==> src/rtl/uart_rx_if.sv <==
// Bundle of the UART receive serial line, frame configuration and receive results.
// Result semantics: there is no ready. o_rx_data_valid, o_rx_par_err and
// o_rx_stop_err are single-cycle pulses. The consumer must take o_rx_data in
// the cycle o_rx_data_valid is high; o_rx_data then holds until the next good frame.
interface uart_rx_if #(
    parameter int DATA_WIDTH     = 8,
    parameter int PRESCALE_WIDTH = 6
);
    logic                      i_rx_serial_in;
    logic [PRESCALE_WIDTH-1:0] i_rx_prescale;
    logic                      i_rx_par_en;
    logic                      i_rx_par_typ;
    logic [DATA_WIDTH-1:0]     o_rx_data;
    logic                      o_rx_data_valid;
    logic                      o_rx_par_err;
    logic                      o_rx_stop_err;
    logic                      o_rx_busy;
    logic [2:0]                o_rx_state;      // debug view of the receive FSM

    // master drives the line and configuration and observes the results
    modport master (
        output i_rx_serial_in, i_rx_prescale, i_rx_par_en, i_rx_par_typ,
        input  o_rx_data, o_rx_data_valid, o_rx_par_err, o_rx_stop_err,
        input  o_rx_busy, o_rx_state
    );

    // slave is the receiver itself
    modport slave (
        input  i_rx_serial_in, i_rx_prescale, i_rx_par_en, i_rx_par_typ,
        output o_rx_data, o_rx_data_valid, o_rx_par_err, o_rx_stop_err,
        output o_rx_busy, o_rx_state
    );
endinterface

==> src/rtl/uart_rx.sv <==
// UART receiver: oversamples the serial line with the system clock, majority-
// votes three mid-bit samples, and delivers each good frame as a parallel word
// with a one-cycle valid pulse. Parity and framing errors pulse separately.
module uart_rx #(
    parameter int DATA_WIDTH     = 8,
    parameter int PRESCALE_WIDTH = 6
) (
    input logic      i_rx_clk,
    input logic      i_rx_rst_n,
    uart_rx_if.slave rx
);
    localparam int BW = (DATA_WIDTH > 1) ? $clog2(DATA_WIDTH) : 1;
    localparam logic [BW-1:0] LAST_BIT = BW'(DATA_WIDTH - 1);
    localparam int PW = PRESCALE_WIDTH;

    typedef enum logic [2:0] {
        IDLE   = 3'd0,
        START  = 3'd1,
        DATA   = 3'd2,
        PARITY = 3'd3,
        STOP   = 3'd4
    } state_t;

    state_t                state;
    state_t                state_next;
    logic                  sync1;
    logic                  sin;
    logic [PW-1:0]         p_in;
    logic [PW-1:0]         p_eff;
    logic [PW-1:0]         p_cfg;
    logic [PW-1:0]         half;
    logic [PW-1:0]         edge_cnt;
    logic                  pen_cfg;
    logic                  ptyp_cfg;
    logic [BW-1:0]         bit_cnt;
    logic [DATA_WIDTH-1:0] shreg;
    logic [2:0]            smp;
    logic                  live;
    logic                  maj;
    logic                  bit_end;
    logic                  start_det;
    logic                  par_calc;
    logic                  par_fail;
    logic                  evt_valid;
    logic                  evt_par;
    logic                  evt_stop;
    logic                  pend_valid;
    logic                  pend_par;
    logic                  pend_stop;
    logic [DATA_WIDTH-1:0] data_pend;
    logic [DATA_WIDTH-1:0] data_q;
    logic                  valid_q;
    logic                  par_err_q;
    logic                  stop_err_q;

    // Bit 0 of the prescale is dropped (even P) and anything below 4 is raised to 4.
    assign p_in      = rx.i_rx_prescale & ~PW'(1);
    assign p_eff     = (p_in < PW'(4)) ? PW'(4) : p_in;
    assign half      = p_cfg >> 1;
    assign bit_end   = (edge_cnt == p_cfg - PW'(1));
    assign start_det = (state == IDLE) && !sin;
    assign par_calc  = (^shreg) ^ ptyp_cfg;

    // With P = 4 the third sample lands on the decision cycle, so it is taken live.
    assign live = (edge_cnt == half + PW'(1)) ? sin : smp[2];
    assign maj  = (smp[0] & smp[1]) | (smp[0] & live) | (smp[1] & live);

    // Two-flop synchronizer; idles high so reset never looks like a start bit.
    always_ff @(posedge i_rx_clk) begin
        if (!i_rx_rst_n) begin
            sync1 <= 1'b1;
            sin   <= 1'b1;
        end else begin
            sync1 <= rx.i_rx_serial_in;
            sin   <= sync1;
        end
    end

    // FSM state register.
    always_ff @(posedge i_rx_clk) begin
        if (!i_rx_rst_n) begin
            state <= IDLE;
        end else begin
            state <= state_next;
        end
    end

    // Next-state and per-bit decisions, all taken on the last clock of a bit.
    always_comb begin
        state_next = state;
        evt_valid  = 1'b0;
        evt_par    = 1'b0;
        evt_stop   = 1'b0;
        case (state)
            IDLE: begin
                if (!sin) state_next = START;
            end
            START: begin
                if (bit_end) state_next = maj ? IDLE : DATA;
            end
            DATA: begin
                if (bit_end && (bit_cnt == LAST_BIT)) state_next = pen_cfg ? PARITY : STOP;
            end
            PARITY: begin
                if (bit_end) begin
                    state_next = STOP;
                    evt_par    = (maj != par_calc);
                end
            end
            STOP: begin
                if (bit_end) begin
                    state_next = IDLE;
                    if (!maj) evt_stop = 1'b1;
                    else if (!par_fail) evt_valid = 1'b1;
                end
            end
            default: state_next = IDLE;
        endcase
    end

    // Bit timing counters, mid-bit samples, shift register and frame configuration.
    always_ff @(posedge i_rx_clk) begin
        if (!i_rx_rst_n) begin
            edge_cnt <= '0;
            bit_cnt  <= '0;
            shreg    <= '0;
            smp      <= 3'b111;
            p_cfg    <= PW'(4);
            pen_cfg  <= 1'b0;
            ptyp_cfg <= 1'b0;
            par_fail <= 1'b0;
        end else if (start_det) begin
            // The detection cycle is edge_cnt 0, so START begins at 1.
            edge_cnt <= PW'(1);
            bit_cnt  <= '0;
            p_cfg    <= p_eff;
            pen_cfg  <= rx.i_rx_par_en;
            ptyp_cfg <= rx.i_rx_par_typ;
            par_fail <= 1'b0;
        end else if (state != IDLE) begin
            edge_cnt <= bit_end ? '0 : edge_cnt + PW'(1);
            if (edge_cnt == half - PW'(1)) smp[0] <= sin;
            if (edge_cnt == half)          smp[1] <= sin;
            if (edge_cnt == half + PW'(1)) smp[2] <= sin;
            if ((state == DATA) && bit_end) begin
                shreg   <= (shreg >> 1) | (DATA_WIDTH'(maj) << (DATA_WIDTH - 1));
                bit_cnt <= (bit_cnt == LAST_BIT) ? '0 : bit_cnt + BW'(1);
            end
            if (evt_par) par_fail <= 1'b1;
        end else begin
            edge_cnt <= '0;
        end
    end

    // Event pulses pass through one holding stage before the outputs, which
    // places them one cycle after the FSM is already back in IDLE.
    always_ff @(posedge i_rx_clk) begin
        if (!i_rx_rst_n) begin
            pend_valid <= 1'b0;
            pend_par   <= 1'b0;
            pend_stop  <= 1'b0;
            data_pend  <= '0;
            data_q     <= '0;
            valid_q    <= 1'b0;
            par_err_q  <= 1'b0;
            stop_err_q <= 1'b0;
        end else begin
            pend_valid <= evt_valid;
            pend_par   <= evt_par;
            pend_stop  <= evt_stop;
            if (evt_valid) data_pend <= shreg;
            valid_q    <= pend_valid;
            par_err_q  <= pend_par;
            stop_err_q <= pend_stop;
            if (pend_valid) data_q <= data_pend;
        end
    end

    assign rx.o_rx_data       = data_q;
    assign rx.o_rx_data_valid = valid_q;
    assign rx.o_rx_par_err    = par_err_q;
    assign rx.o_rx_stop_err   = stop_err_q;
    assign rx.o_rx_busy       = (state != IDLE) || pend_valid || pend_stop;
    assign rx.o_rx_state      = state;
endmodule

==> src/flat_wrapper.sv <==
// flat-port wrapper written by rule: the top's interface ports become plain ports
module uart_rx_flat 
#(
    parameter int DATA_WIDTH     = 8,
    parameter int PRESCALE_WIDTH = 6
)
  (i_rx_clk, i_rx_rst_n, rx_i_rx_serial_in, rx_i_rx_prescale, rx_i_rx_par_en, rx_i_rx_par_typ, rx_o_rx_data, rx_o_rx_data_valid, rx_o_rx_par_err, rx_o_rx_stop_err, rx_o_rx_busy, rx_o_rx_state);
  uart_rx_if #(.DATA_WIDTH(DATA_WIDTH), .PRESCALE_WIDTH(PRESCALE_WIDTH)) rx_i ();
  input logic i_rx_clk;
  input logic i_rx_rst_n;
  input wire logic [$bits(rx_i.i_rx_serial_in)-1:0] rx_i_rx_serial_in;
  input wire logic [$bits(rx_i.i_rx_prescale)-1:0] rx_i_rx_prescale;
  input wire logic [$bits(rx_i.i_rx_par_en)-1:0] rx_i_rx_par_en;
  input wire logic [$bits(rx_i.i_rx_par_typ)-1:0] rx_i_rx_par_typ;
  output wire logic [$bits(rx_i.o_rx_data)-1:0] rx_o_rx_data;
  output wire logic [$bits(rx_i.o_rx_data_valid)-1:0] rx_o_rx_data_valid;
  output wire logic [$bits(rx_i.o_rx_par_err)-1:0] rx_o_rx_par_err;
  output wire logic [$bits(rx_i.o_rx_stop_err)-1:0] rx_o_rx_stop_err;
  output wire logic [$bits(rx_i.o_rx_busy)-1:0] rx_o_rx_busy;
  output wire logic [$bits(rx_i.o_rx_state)-1:0] rx_o_rx_state;
  assign rx_i.i_rx_serial_in = rx_i_rx_serial_in;
  assign rx_i.i_rx_prescale = rx_i_rx_prescale;
  assign rx_i.i_rx_par_en = rx_i_rx_par_en;
  assign rx_i.i_rx_par_typ = rx_i_rx_par_typ;
  assign rx_o_rx_data = rx_i.o_rx_data;
  assign rx_o_rx_data_valid = rx_i.o_rx_data_valid;
  assign rx_o_rx_par_err = rx_i.o_rx_par_err;
  assign rx_o_rx_stop_err = rx_i.o_rx_stop_err;
  assign rx_o_rx_busy = rx_i.o_rx_busy;
  assign rx_o_rx_state = rx_i.o_rx_state;
  uart_rx #(.DATA_WIDTH(DATA_WIDTH), .PRESCALE_WIDTH(PRESCALE_WIDTH)) u_core (.i_rx_clk(i_rx_clk), .i_rx_rst_n(i_rx_rst_n), .rx(rx_i));
endmodule
==> config.mk <==
export PLATFORM = sky130hd
export DESIGN_NAME = uart_rx_flat
export DESIGN_NICKNAME = d
export VERILOG_FILES = /design/src/rtl/uart_rx_if.sv /design/src/rtl/uart_rx.sv /design/src/flat_wrapper.sv
export SDC_FILE = /design/constraint.sdc
export NUM_CORES = 1
export LEC_CHECK = 0
export ABC_AREA = 1
export CAP_MARGIN = 30
export CORE_MARGIN = 10
export CORE_UTILIZATION = 30
export CTS_CLUSTER_SIZE = 8
export DETAILED_ROUTE_END_ITERATION = 12
export GPL_ROUTABILITY_DRIVEN = 0
export SLEW_MARGIN = 30
export SYNTH_ARGS = -nofsm -noshare
export SYNTH_HDL_FRONTEND = slang
export SYNTH_SLANG_ARGS = --single-unit
==> constraint.sdc <==
create_clock -name i_rx_clk -period 4.34 [get_ports i_rx_clk]
set_clock_uncertainty 0.1 [all_clocks]
set_input_delay 0.868 -clock i_rx_clk [delete_from_list [all_inputs] [get_ports i_rx_clk]]
set_output_delay 0.868 -clock i_rx_clk [all_outputs]
set_load 0.03 [all_outputs]
Word level (Yosys, flattened, before mapping)
Cells that the tools add are included.

Flip-flop bits (word level): 56. Bits of input ports: 11. Output and inout bits: 15. Word-level logic and storage cells: 93.

$add $sub $neg: 5. Magnitude comparators: 1. Equality and inequality tests: 15. Muxes and demuxes: 21. Bitwise logic cells: 10. Reduce and logical (&&, ||, !) cells: 19.

Operator list (number): 2-to-1 mux 3 bit (7); equality test 6 bit (3); case mux 3 bit (5 select lines) (1); AND reduction 3 bit (4); 2-to-1 mux 1 bit (11); inequality test 2 x 1 -> 1 bit (second input constant) (4); bitwise OR 7 x 8 -> 8 bit (1); parity 8 bit (1); adder 5 x 1 -> 6 bit (second input constant) (1); adder 6 x 1 -> 6 bit (second input constant) (1); equality test 3 x 2 -> 1 bit (second input constant) (2); equality test 3 bit (second input constant) (2); equality test 6 x 5 -> 1 bit (1); < comparator 6 x 3 -> 1 bit (second input constant) (1); 2-to-1 mux 6 bit (1); AND reduction 2 bit (3); subtractor 5 x 1 -> 6 bit (second input constant) (1); subtractor 6 x 1 -> 6 bit (second input constant) (1); AND reduction 5 bit (1); OR reduction 4 bit (1); adder 3 x 1 -> 3 bit (second input constant) (1); AND 1 bit (3); equality test 3 x 1 -> 1 bit (second input constant) (1); logical AND 1 bit (3); 11 further kinds (15).

Logic depth before layout (Yosys ltp)
Gate-level depths: netlist of run 1.

Depth in word-level cells: 10. Gate-level depth with buffers: 15. Depth with buffers taken out: 15.

Worst setup path before layout of run 1
No wires, ideal clock.

Path kind: reg2out. From: register u_core.pend_valid. To: output rx_o_rx_busy. Arrival: 1068 ps. Required time: 3372 ps. Slack: 2304 ps. Cell stages (with the launch flop): 5. Path buffers: 2. Cells stage by stage: dfxtp_1 > clkbuf_1 > clkbuf_1 > nor2_1 > nand2_1.

Longest elaborated chain between the ends: 2.

RTL lines: start: declaration (line uart_rx.sv:47) `logic pend_valid;`; start signal: assignment (line uart_rx.sv:168) `pend_valid <= evt_valid;`; logical OR 1 bit (2 in a row) (line uart_rx.sv:183) `assign rx.o_rx_busy = (state != IDLE) || pend_valid || pend_stop;`; end: declaration (line flat_wrapper.sv:19) `output wire logic [$bits(rx_i.o_rx_busy)-1:0] rx_o_rx_busy;`.

Every way passes these cells.

Worst setup path after layout of run 1
Same ends and word-level chain as after synthesis.

==> results of run 1 <==
==> cell usage in the layout, fill, tap and decap left out, drive strengths merged, types with 5 or more instances in the layout <==
cell type / instances
o21bai: 8
inv: 59
a21oi: 37
o21ai: 26
ha: 5
nand4: 5
nand3: 24
clkbuf: 5
clkdlybuf4s50: 24
nor2: 35
dfxtp: 55
nand2: 70
xor2: 7
==> report_power, final <==
group          total, mW  switching, mW  internal, mW
Clock              0.291          0.174         0.117
Combinational     0.0864         0.0533        0.0331
Sequential         0.519        0.00751         0.512
==> registers in the layout (all words and copies together), names as in the netlist, 3 cells and up <==
name and flops:
u_core.data_pend 8, u_core.p_cfg 5, u_core.shreg 8, u_core.rx.o_rx_data 8
u_core.bit_cnt 3, u_core.edge_cnt 6, u_core.rx.o_rx_state 3, u_core.smp 3
==> routing by layer <==
metal | vias up | GRT usage, % | wire length (um)
met3 | 10 | 2.500 | 246
met5 | - | 0 | 0
met2 | 34 | 13.33 | 2507
met4 | 0 | 3.878 | 115
li1 | 1217 | - | -
met1 | 1017 | 11.35 | 2793
==> stage by stage <==
stage,setup WS (ns),power [mW],utilization (%)
2_1_floorplan,2.304,0.5890,-
3_3_place_gp,1.611,0.6156,34.68
3_5_place_dp,1.561,0.6171,34.68
4_1_cts,1.528,0.9086,35.74
5_1_grt,1.364,0.9427,35.74
6_report,1.562,0.8960,35.74
==> final timing paths <==
| path | start | to | slack [ns] | cells after the start |
|---|---|---|---|---|
| min reg2reg | u_core.pend_par | u_core.rx.o_rx_par_err | 0.32 | 2 |
| min | u_core.pend_par | u_core.rx.o_rx_par_err | 0.32 | 2 |
| max reg2reg | u_core.p_cfg[1] | u_core.data_pend[7] | 2.05 | 15 |
| max | u_core.pend_valid | rx_o_rx_busy | 1.56 | 3 |
==> cell type report <==
type / instances / area, sq um
inverters: 59 / 221.5
well taps: 108 / 135.1
repair buffers: 25 / 247.7
clock inverters: 3 / 23.77
clock buffers: 5 / 68.82
flip-flops and latches: 55 / 1101
multi-input cells: 239 / 1334
fillers: 939 / 5632
==> cells by family (layout without fill, tap and decap cells) <==
logic type	after synthesis	count (layout)
and+or+nand+nor	141	141
AOI/OAI and AO/OA	81	81
buffers and inverters	67	92
DFF	55	55
xor gates and xnor gates	12	12
adders and majority gates	5	5
==> tightest hold or removal path: cells and delay by family, from the launching register on <==
kind / cells / cell delay [ns]
simple gates: 1 / 0.04
flops: 1 / 0.32
buf+inv: 1 / 0.04
==> flow_summary.html, run 1 <==
<table>
<tr><th>Metric</th><th>Value</th></tr>
<tr><th colspan="2">Clock tree</th></tr>
<tr><td>Number of H-tree levels</td><td>2</td></tr>
<tr><td>Clock tree from TritonCTS</td><td>built</td></tr>
<tr><td>Cell at the root of the clock tree</td><td>clkbuf_8</td></tr>
<tr><td>Post-CTS setup-driven buffer insertion count</td><td>0</td></tr>
<tr><td>Number of hold buffers added after cts</td><td>0</td></tr>
<tr><td>Clock input transition at the sequential cells of the worst setup and hold paths</td><td>0.09 ns</td></tr>
<tr><td>Sinks on Clock Net</td><td>55</td></tr>
<tr><td>Number of buffers inserted during clock tree synthesis</td><td>5</td></tr>
<tr><td>Number of buffers on the longest clock path</td><td>2</td></tr>
<tr><td>Post-CTS Resized</td><td>0</td></tr>
<tr><td>Clock latency on the worst-skew pair</td><td>between 0.3 and 0.4 ns</td></tr>
<tr><th colspan="2">Logic synthesis</th></tr>
<tr><td>Multiplexer share of the synthesized area</td><td>0%</td></tr>
<tr><td>Main combinational cell family by area after synthesis</td><td>simple AND/OR/NAND/NOR gates</td></tr>
<tr><td>Adder-cell area share of the yosys netlist</td><td>2.313%</td></tr>
<tr><td>Synthesized-area fraction occupied by ao, oa, aoi and oai cells</td><td>about 17%</td></tr>
<tr><td>Synthesized area per cell</td><td>7.493 sq um</td></tr>
<tr><td>YS warnings</td><td>0</td></tr>
<tr><td>Parity-gate share of the synthesized area counting xor and xnor cells</td><td>approximately 4.4%</td></tr>
<tr><td>Number of flops mapped to enable cells by yosys</td><td>0</td></tr>
<tr><td>Post-synthesis instance area</td><td>0.002705 sq mm</td></tr>
<tr><td>Leading cell types by total area after synthesis</td><td>dfxtp_1 (41%), nand2_1 (8.9%), inv_1 (7.2%)</td></tr>
<tr><td>Post-Synth Simple-Gate Area</td><td>about a quarter</td></tr>
<tr><td>Gate count of the mapped netlist</td><td>approximately 360</td></tr>
<tr><td>Synth Flop Type</td><td>dfxtp_1</td></tr>
<tr><td>Cell with the most instances after synthesis</td><td>nand2_1</td></tr>
<tr><td>Sequential share of the synthesized area</td><td>40.70%</td></tr>
<tr><td>Syn Nets</td><td>about 380</td></tr>
<tr><td>Synth Register Bits</td><td>55</td></tr>
<tr><td>Top cells by count, synth</td><td>nand2_1 (64), dfxtp_1 (55), inv_1 (52)</td></tr>
<tr><td>Share of the synthesized area in the top cell type</td><td>about 41%</td></tr>
<tr><td>Unique masters post-synth</td><td>36</td></tr>
<tr><td>Library cell occupying the most area in the post-synthesis netlist</td><td>dfxtp_1</td></tr>
<tr><td>Async SR Flop Fraction</td><td>0%</td></tr>
<tr><th colspan="2">STA</th></tr>
<tr><td>Final worst hold slack</td><td>~0.32 ns</td></tr>
<tr><td>Count of endpoints failing setup in the final report</td><td>0</td></tr>
<tr><td>Min Clock Period, post-route</td><td>approximately 2.8 ns</td></tr>
<tr><td>Max-slew violations</td><td>0</td></tr>
<tr><td>FMAX</td><td>between 300 and 400 MHz</td></tr>
<tr><td>Worst relative slew slack</td><td>about two thirds</td></tr>
<tr><td>Setup repair after global routing missed its margin</td><td>false</td></tr>
<tr><td>Fin Setup TNS</td><td>0 ns</td></tr>
<tr><td>Slew of the pin with the lowest slew margin</td><td>roughly 0.5 ns</td></tr>
<tr><td>Final worst path period share</td><td>between 60 and 70%</td></tr>
<tr><td>Final hold violation count</td><td>0</td></tr>
<tr><th colspan="2">Critical path</th></tr>
<tr><td>Category of the worst setup path launch point</td><td>flop</td></tr>
<tr><td>Buffering stage count on the worst path with inverters included</td><td>1</td></tr>
<tr><td>Crit-path slowest cell</td><td>clkdlybuf4s50_1</td></tr>
<tr><td>Data required time at the worst endpoint</td><td>3.37 ns</td></tr>
<tr><td>Gate family responsible for the most delay along the worst path</td><td>buffers and inverters</td></tr>
<tr><td>Cell-by-cell trace of the critical path</td><td>nor2_1 -&gt; nand2_1 -&gt; clkdlybuf4s50_1</td></tr>
<tr><td>Delay of the slowest critical-path stage</td><td>0.68 ns</td></tr>
<tr><td>CP arrival</td><td>1.81 ns</td></tr>
<tr><td>Endpoint type of the worst setup path</td><td>output port</td></tr>
<tr><td>Critical setup path kind</td><td>reg2out</td></tr>
<tr><td>Biggest fanout along the worst timing path</td><td>18</td></tr>
<tr><th colspan="2">Placement</th></tr>
<tr><td>Post-Place Cells</td><td>486</td></tr>
<tr><td>Placed standard-cell area</td><td>approximately 0.0030 sq mm</td></tr>
<tr><td>Total of buffers placed on input and output ports</td><td>24</td></tr>
<tr><td>HPWL after detailed placement</td><td>~4300 um</td></tr>
<tr><th colspan="2">Routing</th></tr>
<tr><td>Final antenna-violating net count</td><td>0</td></tr>
<tr><td>DRC violations left</td><td>0</td></tr>
<tr><td>Number of vias per cell</td><td>4.611</td></tr>
<tr><td>Detailed-route wire length per cell</td><td>between 10 and 15 um</td></tr>
<tr><td>Number of DRC markers after the initial detailed-route iteration</td><td>roughly 120</td></tr>
<tr><td>Count of vias placed by the detailed router</td><td>~2300</td></tr>
<tr><td>Router iterations before antenna repair</td><td>4</td></tr>
<tr><td>Post-Route WL</td><td>approximately 5700 um</td></tr>
<tr><th colspan="2">GRT</th></tr>
<tr><td>Maximum number of pins on one net before global-route repair</td><td>27</td></tr>
<tr><td>GR Overflow Total</td><td>0</td></tr>
<tr><td>Vias in the first global route</td><td>just over 2000</td></tr>
<tr><td>First-pass GRT wire length</td><td>about 9500 um</td></tr>
<tr><td>Number of antenna violations at the first check in global routing</td><td>0</td></tr>
<tr><td>All-Layer GR Usage</td><td>around 8.8%</td></tr>
<tr><th colspan="2">Floorplan</th></tr>
<tr><td>Core ar.</td><td>between 0.008 and 0.009 sq mm</td></tr>
<tr><td>Starting density of the core</td><td>a little under a third</td></tr>
<tr><td>X dimension of the die</td><td>115.0 um</td></tr>
<tr><td>Vertical extent of the die</td><td>approximately 110 um</td></tr>
<tr><td>Die footprint</td><td>around 0.013 sq mm</td></tr>
<tr><td>Ports</td><td>26</td></tr>
<tr><td>Number of placement rows</td><td>34</td></tr>
<tr><th colspan="2">Power</th></tr>
<tr><td>PwrDens</td><td>~290 mW/mm^2</td></tr>
<tr><td>Static leakage</td><td>approximately 1.3 nW</td></tr>
<tr><td>IR Drop Worst-Case VDD</td><td>about 110 uV</td></tr>
<tr><th colspan="2">Cells and area</th></tr>
<tr><td>Layout overhead on the synthesized area</td><td>15.77%</td></tr>
<tr><td>Number of nets in the layout</td><td>approximately 400</td></tr>
<tr><td>Final cell count without fillers</td><td>approximately 490</td></tr>
<tr><td>Area of all placed cells without fillers</td><td>approximately 0.0031 sq mm</td></tr>
<tr><td>Antenna cells</td><td>0</td></tr>
<tr><td>Fraction of final layout cells sized beyond drive strength 1</td><td>8.808%</td></tr>
<tr><th colspan="2">Hold path</th></tr>
<tr><td>Path type of the worst min-delay path</td><td>reg2reg</td></tr>
<tr><th colspan="2">Outcome</th></tr>
<tr><td>Outcome</td><td>complete, no violations</td></tr>
<tr><th colspan="2">Run</th></tr>
<tr><td>Number of max-cap violations</td><td>0</td></tr>
</table>
(Power assumes the default switching activity.)
==> run 2, diff against run 1 <==
- clock period: 4.34 -> 2.5 ns (I/O delays scaled with it)
==> flow_summary.html, run 2 (synthesized netlist as in run 1, its figures left out) <==
<table>
<tr><th>Metric</th><th>Value</th></tr>
<tr><th colspan="2">Critical path</th></tr>
<tr><td>Register-to-register setup slack</td><td>0.30 ns (was 2.05 ns)</td></tr>
<tr><td>Cell count of the worst reg-to-reg path</td><td>15 (unchanged)</td></tr>
<tr><td>Delay of the slowest critical-path stage</td><td>0.41 ns (was 0.68 ns)</td></tr>
<tr><td>Biggest fanout along the worst timing path</td><td>12 (was 18)</td></tr>
<tr><td>Cell-by-cell trace of the critical path</td><td>inv_2 -&gt; ha_1 -&gt; inv_1 -&gt; nand2_1 -&gt; nand2_1 -&gt; nor2_1 -&gt; nand2_1 -&gt; nor2_2 -&gt; nand2_1 -&gt; nand2_2 -&gt; nand3_2 -&gt; nand2_4 -&gt; nand2_4 -&gt; o21bai_1 -&gt; nor2_1 (was nor2_1 -&gt; nand2_1 -&gt; clkdlybuf4s50_1)</td></tr>
<tr><td>Critical setup path kind</td><td>reg2reg (was reg2out)</td></tr>
<tr><td>CP dominant cell by count</td><td>nand2_1</td></tr>
<tr><td>FF-to-FF Start</td><td>u_core.p_cfg[1] (unchanged)</td></tr>
<tr><td>Data required time at the worst endpoint</td><td>2.61 ns (was 3.37 ns)</td></tr>
<tr><td>Category of the worst setup path launch point</td><td>flop (unchanged)</td></tr>
<tr><td>RR Endpoint</td><td>u_core.data_pend[7] (unchanged)</td></tr>
<tr><td>Crit-path slowest cell</td><td>dfxtp_2 (was clkdlybuf4s50_1)</td></tr>
<tr><td>CP arrival</td><td>2.30 ns (was 1.81 ns)</td></tr>
<tr><td>Endpoint type of the worst setup path</td><td>flop (was output port)</td></tr>
<tr><th colspan="2">GRT</th></tr>
<tr><td>GR Overflow Total</td><td>0 (unchanged)</td></tr>
<tr><td>All-Layer GR Usage</td><td>9.149% (was 8.789%)</td></tr>
<tr><td>Maximum number of pins on one net before global-route repair</td><td>19 (was 27)</td></tr>
<tr><td>Most Crowded Layer GR</td><td>met2 (unchanged)</td></tr>
<tr><td>Vias in the first global route</td><td>2204 (was 2024)</td></tr>
<tr><td>First-pass GRT wire length</td><td>10140 um (was 9528 um)</td></tr>
<tr><td>GR Layer Usage met3</td><td>2.448% (was 2.500%)</td></tr>
<tr><td>Number of antenna violations at the first check in global routing</td><td>0 (unchanged)</td></tr>
<tr><td>Met1 routing resource usage after global routing</td><td>11.58% (was 11.35%)</td></tr>
<tr><td>Met2 capacity usage during global routing</td><td>14.04% (was 13.33%)</td></tr>
<tr><th colspan="2">Placement</th></tr>
<tr><td>Total of buffers placed on input and output ports</td><td>24 (unchanged)</td></tr>
<tr><td>HPWL after detailed placement</td><td>4437 um (was 4255 um)</td></tr>
<tr><td>Post-Place Cells</td><td>489 (was 486)</td></tr>
<tr><th colspan="2">Power</th></tr>
<tr><td>Internal power consumption</td><td>1.251 mW (was 0.6614 mW)</td></tr>
<tr><td>Combinational share of power</td><td>9.2% (was 9.6%)</td></tr>
<tr><td>Clock network fraction of design power</td><td>36.2% (was 32.4%)</td></tr>
<tr><td>Switching power total</td><td>0.4011 mW (was 0.2347 mW)</td></tr>
<tr><td>PwrDens</td><td>519.7 mW/mm^2 (was 286.1 mW/mm^2)</td></tr>
<tr><td>IR Drop Worst-Case VDD</td><td>185.7 uV (was 113.0 uV)</td></tr>
<tr><td>Sw Ratio</td><td>24.28% (was 26.19%)</td></tr>
<tr><td>Static leakage</td><td>1.327 nW (was 1.286 nW)</td></tr>
<tr><td>Sequential share of power</td><td>54.6% (was 57.9%)</td></tr>
<tr><th colspan="2">Floorplan</th></tr>
<tr><td>Die footprint</td><td>0.01321 sq mm (unchanged)</td></tr>
<tr><td>X dimension of the die</td><td>115.0 um (unchanged)</td></tr>
<tr><td>Core ar.</td><td>0.008763 sq mm (unchanged)</td></tr>
<tr><td>Number of placement rows</td><td>34 (unchanged)</td></tr>
<tr><td>Starting density of the core</td><td>30.87% (unchanged)</td></tr>
<tr><td>Ports</td><td>26 (unchanged)</td></tr>
<tr><td>Vertical extent of the die</td><td>115.0 um (unchanged)</td></tr>
<tr><th colspan="2">Clock tree</th></tr>
<tr><td>Sinks on Clock Net</td><td>55 (unchanged)</td></tr>
<tr><td>Post-CTS setup-driven buffer insertion count</td><td>0 (unchanged)</td></tr>
<tr><td>Clock latency on the worst-skew pair</td><td>0.31 ns (was 0.32 ns)</td></tr>
<tr><td>Number of H-tree levels</td><td>2 (unchanged)</td></tr>
<tr><td>Post-CTS Resized</td><td>0 (unchanged)</td></tr>
<tr><td>Clock input transition at the sequential cells of the worst setup and hold paths</td><td>0.10 ns (was 0.09 ns)</td></tr>
<tr><td>Number of buffers inserted during clock tree synthesis</td><td>5 (unchanged)</td></tr>
<tr><td>Number of buffers on the longest clock path</td><td>2 (unchanged)</td></tr>
<tr><td>Number of hold buffers added after cts</td><td>0 (unchanged)</td></tr>
<tr><td>Clock tree from TritonCTS</td><td>built (unchanged)</td></tr>
<tr><td>Cell at the root of the clock tree</td><td>clkbuf_8 (unchanged)</td></tr>
<tr><th colspan="2">Cells and area</th></tr>
<tr><td>Antenna cells</td><td>0 (unchanged)</td></tr>
<tr><td>Commonest non-fill, non-tap cell in the layout</td><td>nand2_1 (unchanged)</td></tr>
<tr><td>Layout overhead on the synthesized area</td><td>17.48% (was 15.77%)</td></tr>
<tr><td>Fraction of final layout cells sized beyond drive strength 1</td><td>9.769% (was 8.808%)</td></tr>
<tr><td>Number of nets in the layout</td><td>404 (was 401)</td></tr>
<tr><td>Final cell count without fillers</td><td>497 (was 494)</td></tr>
<tr><td>Commonest cells after routing, fill and taps aside</td><td>nand2_1 (64), dfxtp_1 (53), inv_1 (52), a21oi_1 (37), nor2_1 (29) (was nand2_1 (64), dfxtp_1 (55), inv_1 (52), a21oi_1 (37), nor2_1 (29))</td></tr>
<tr><th colspan="2">STA</th></tr>
<tr><td>Slew of the pin with the lowest slew margin</td><td>0.3581 ns (was 0.4996 ns)</td></tr>
<tr><td>Setup repair after global routing missed its margin</td><td>false (unchanged)</td></tr>
<tr><td>Final worst path period share</td><td>between 80% and 90%</td></tr>
<tr><td>Worst relative slew slack</td><td>75.51% (was 66.49%)</td></tr>
<tr><td>Final hold violation count</td><td>0 (unchanged)</td></tr>
<tr><td>Count of endpoints failing setup in the final report</td><td>0 (unchanged)</td></tr>
<tr><td>Min Clock Period, post-route</td><td>2.195 ns</td></tr>
<tr><td>Max-slew violations</td><td>0 (unchanged)</td></tr>
<tr><td>FMAX</td><td>roughly 460 MHz</td></tr>
<tr><td>Fin Setup TNS</td><td>0 ns (unchanged)</td></tr>
<tr><th colspan="2">Routing</th></tr>
<tr><td>Post-Route WL</td><td>5721 um (was 5662 um)</td></tr>
<tr><td>Number of vias per cell</td><td>4.636 (was 4.611)</td></tr>
<tr><td>DRC violations left</td><td>0 (unchanged)</td></tr>
<tr><td>Count of vias placed by the detailed router</td><td>2304 (was 2278)</td></tr>
<tr><td>Detailed-route wire length per cell</td><td>11.51 um (was 11.46 um)</td></tr>
<tr><td>Number of DRC markers after the initial detailed-route iteration</td><td>124 (was 123)</td></tr>
<tr><td>Router iterations before antenna repair</td><td>4 (unchanged)</td></tr>
<tr><td>Final antenna-violating net count</td><td>0 (unchanged)</td></tr>
<tr><th colspan="2">Hold path</th></tr>
<tr><td>Worst min-delay path startpoint</td><td>u_core.sync1 (was u_core.pend_par)</td></tr>
<tr><td>Capture endpoint of the worst hold path</td><td>u_core.sin (was u_core.rx.o_rx_par_err)</td></tr>
<tr><td>Path type of the worst min-delay path</td><td>reg2reg (unchanged)</td></tr>
<tr><td>WHS Path Cells</td><td>1 (was 2)</td></tr>
<tr><th colspan="2">Outcome</th></tr>
<tr><td>Outcome</td><td>complete, no violations (unchanged)</td></tr>
<tr><th colspan="2">Run</th></tr>
<tr><td>Number of max-cap violations</td><td>0 (unchanged)</td></tr>
</table>
run 2: cell types whose count changed in the layout (fill, tap and decap cells not counted), sizes merged:
| cell | before | now |
|---|---|---|
| clkinvlp | 1 | 0 |
| buf | 1 | 4 |
| clkinv | 2 | 1 |
| clkdlybuf4s50 | 24 | 23 |
| clkbuf | 5 | 6 |
| dlymetal6s2s | 0 | 1 |
| bufinv | 0 | 1 |
run 2: worst max-delay path: cells and delay by family (launching register included):
kind / cells / cell delay, ns
buf+inv: 2 / 0.14
flops: 1 / 0.41
compound gates: 1 / 0.15
simple gates: 11 / 0.98
fa+ha+maj: 1 / 0.32
run 2: power by group through the flow:
stage,logic (mW),registers (mW),clock network [mW]
detailed placement,0.153,0.922,0
global placement,0.151,0.921,0
floorplan,0.0996,0.923,0
CTS,0.153,0.901,0.621
global route,0.171,0.904,0.651
finish,0.152,0.902,0.598
run 2: routing by layer:
layer / routed length (um) / part of all wire, %
met1: 2697 / 47
met2: 2642 / 46
met3: 292 / 5.1
met4: 88 / 1.5
met5: 0 / 0
run 2: worst max-delay path by stage:
stage | startpoint | to | slack (ns) | cells past startpoint
after detailed placement | u_core.p_cfg[1] | u_core.data_pend[7] | 0.24 | 11
after global placement | u_core.p_cfg[1] | u_core.data_pend[7] | 0.29 | 11
final | u_core.p_cfg[1] | u_core.data_pend[7] | 0.30 | 15
after global routing | u_core.p_cfg[1] | u_core.data_pend[2] | 0.05 | 15
after floorplan | u_core.p_cfg[1] | u_core.data_pend[0] | 0.52 | 11
after CTS | u_core.rx.o_rx_state[0] | rx_o_rx_busy | 0.11 | 5
run 2: metrics by stage:
step	setup WS (ns)	hold slack [ns]	cell area [sq um]	utilization (%)	total power, mW
after floorplan	0.5231	0.2905	2705	-	1.022
after global placement	0.2925	0.3003	3062	34.94	1.073
after detailed placement	0.2442	0.3021	3062	34.94	1.075
after CTS	0.1115	0.3271	3173	36.21	1.676
after global routing	0.04910	0.3409	3178	36.27	1.726
final	0.3048	0.3215	3178	36.27	1.652
run 2: final cells by class:
cell class | count | area (sq um)
Fill cell | 938 | 5585
Multi-Input combinational cell | 239 | 1334
Sequential cell | 55 | 1104
Timing Repair Buffer | 28 | 272.8
Inverter | 59 | 221.5
Tap cell | 108 | 135.1
Clock buffer | 6 | 72.57
Clock inverter | 2 | 38.79
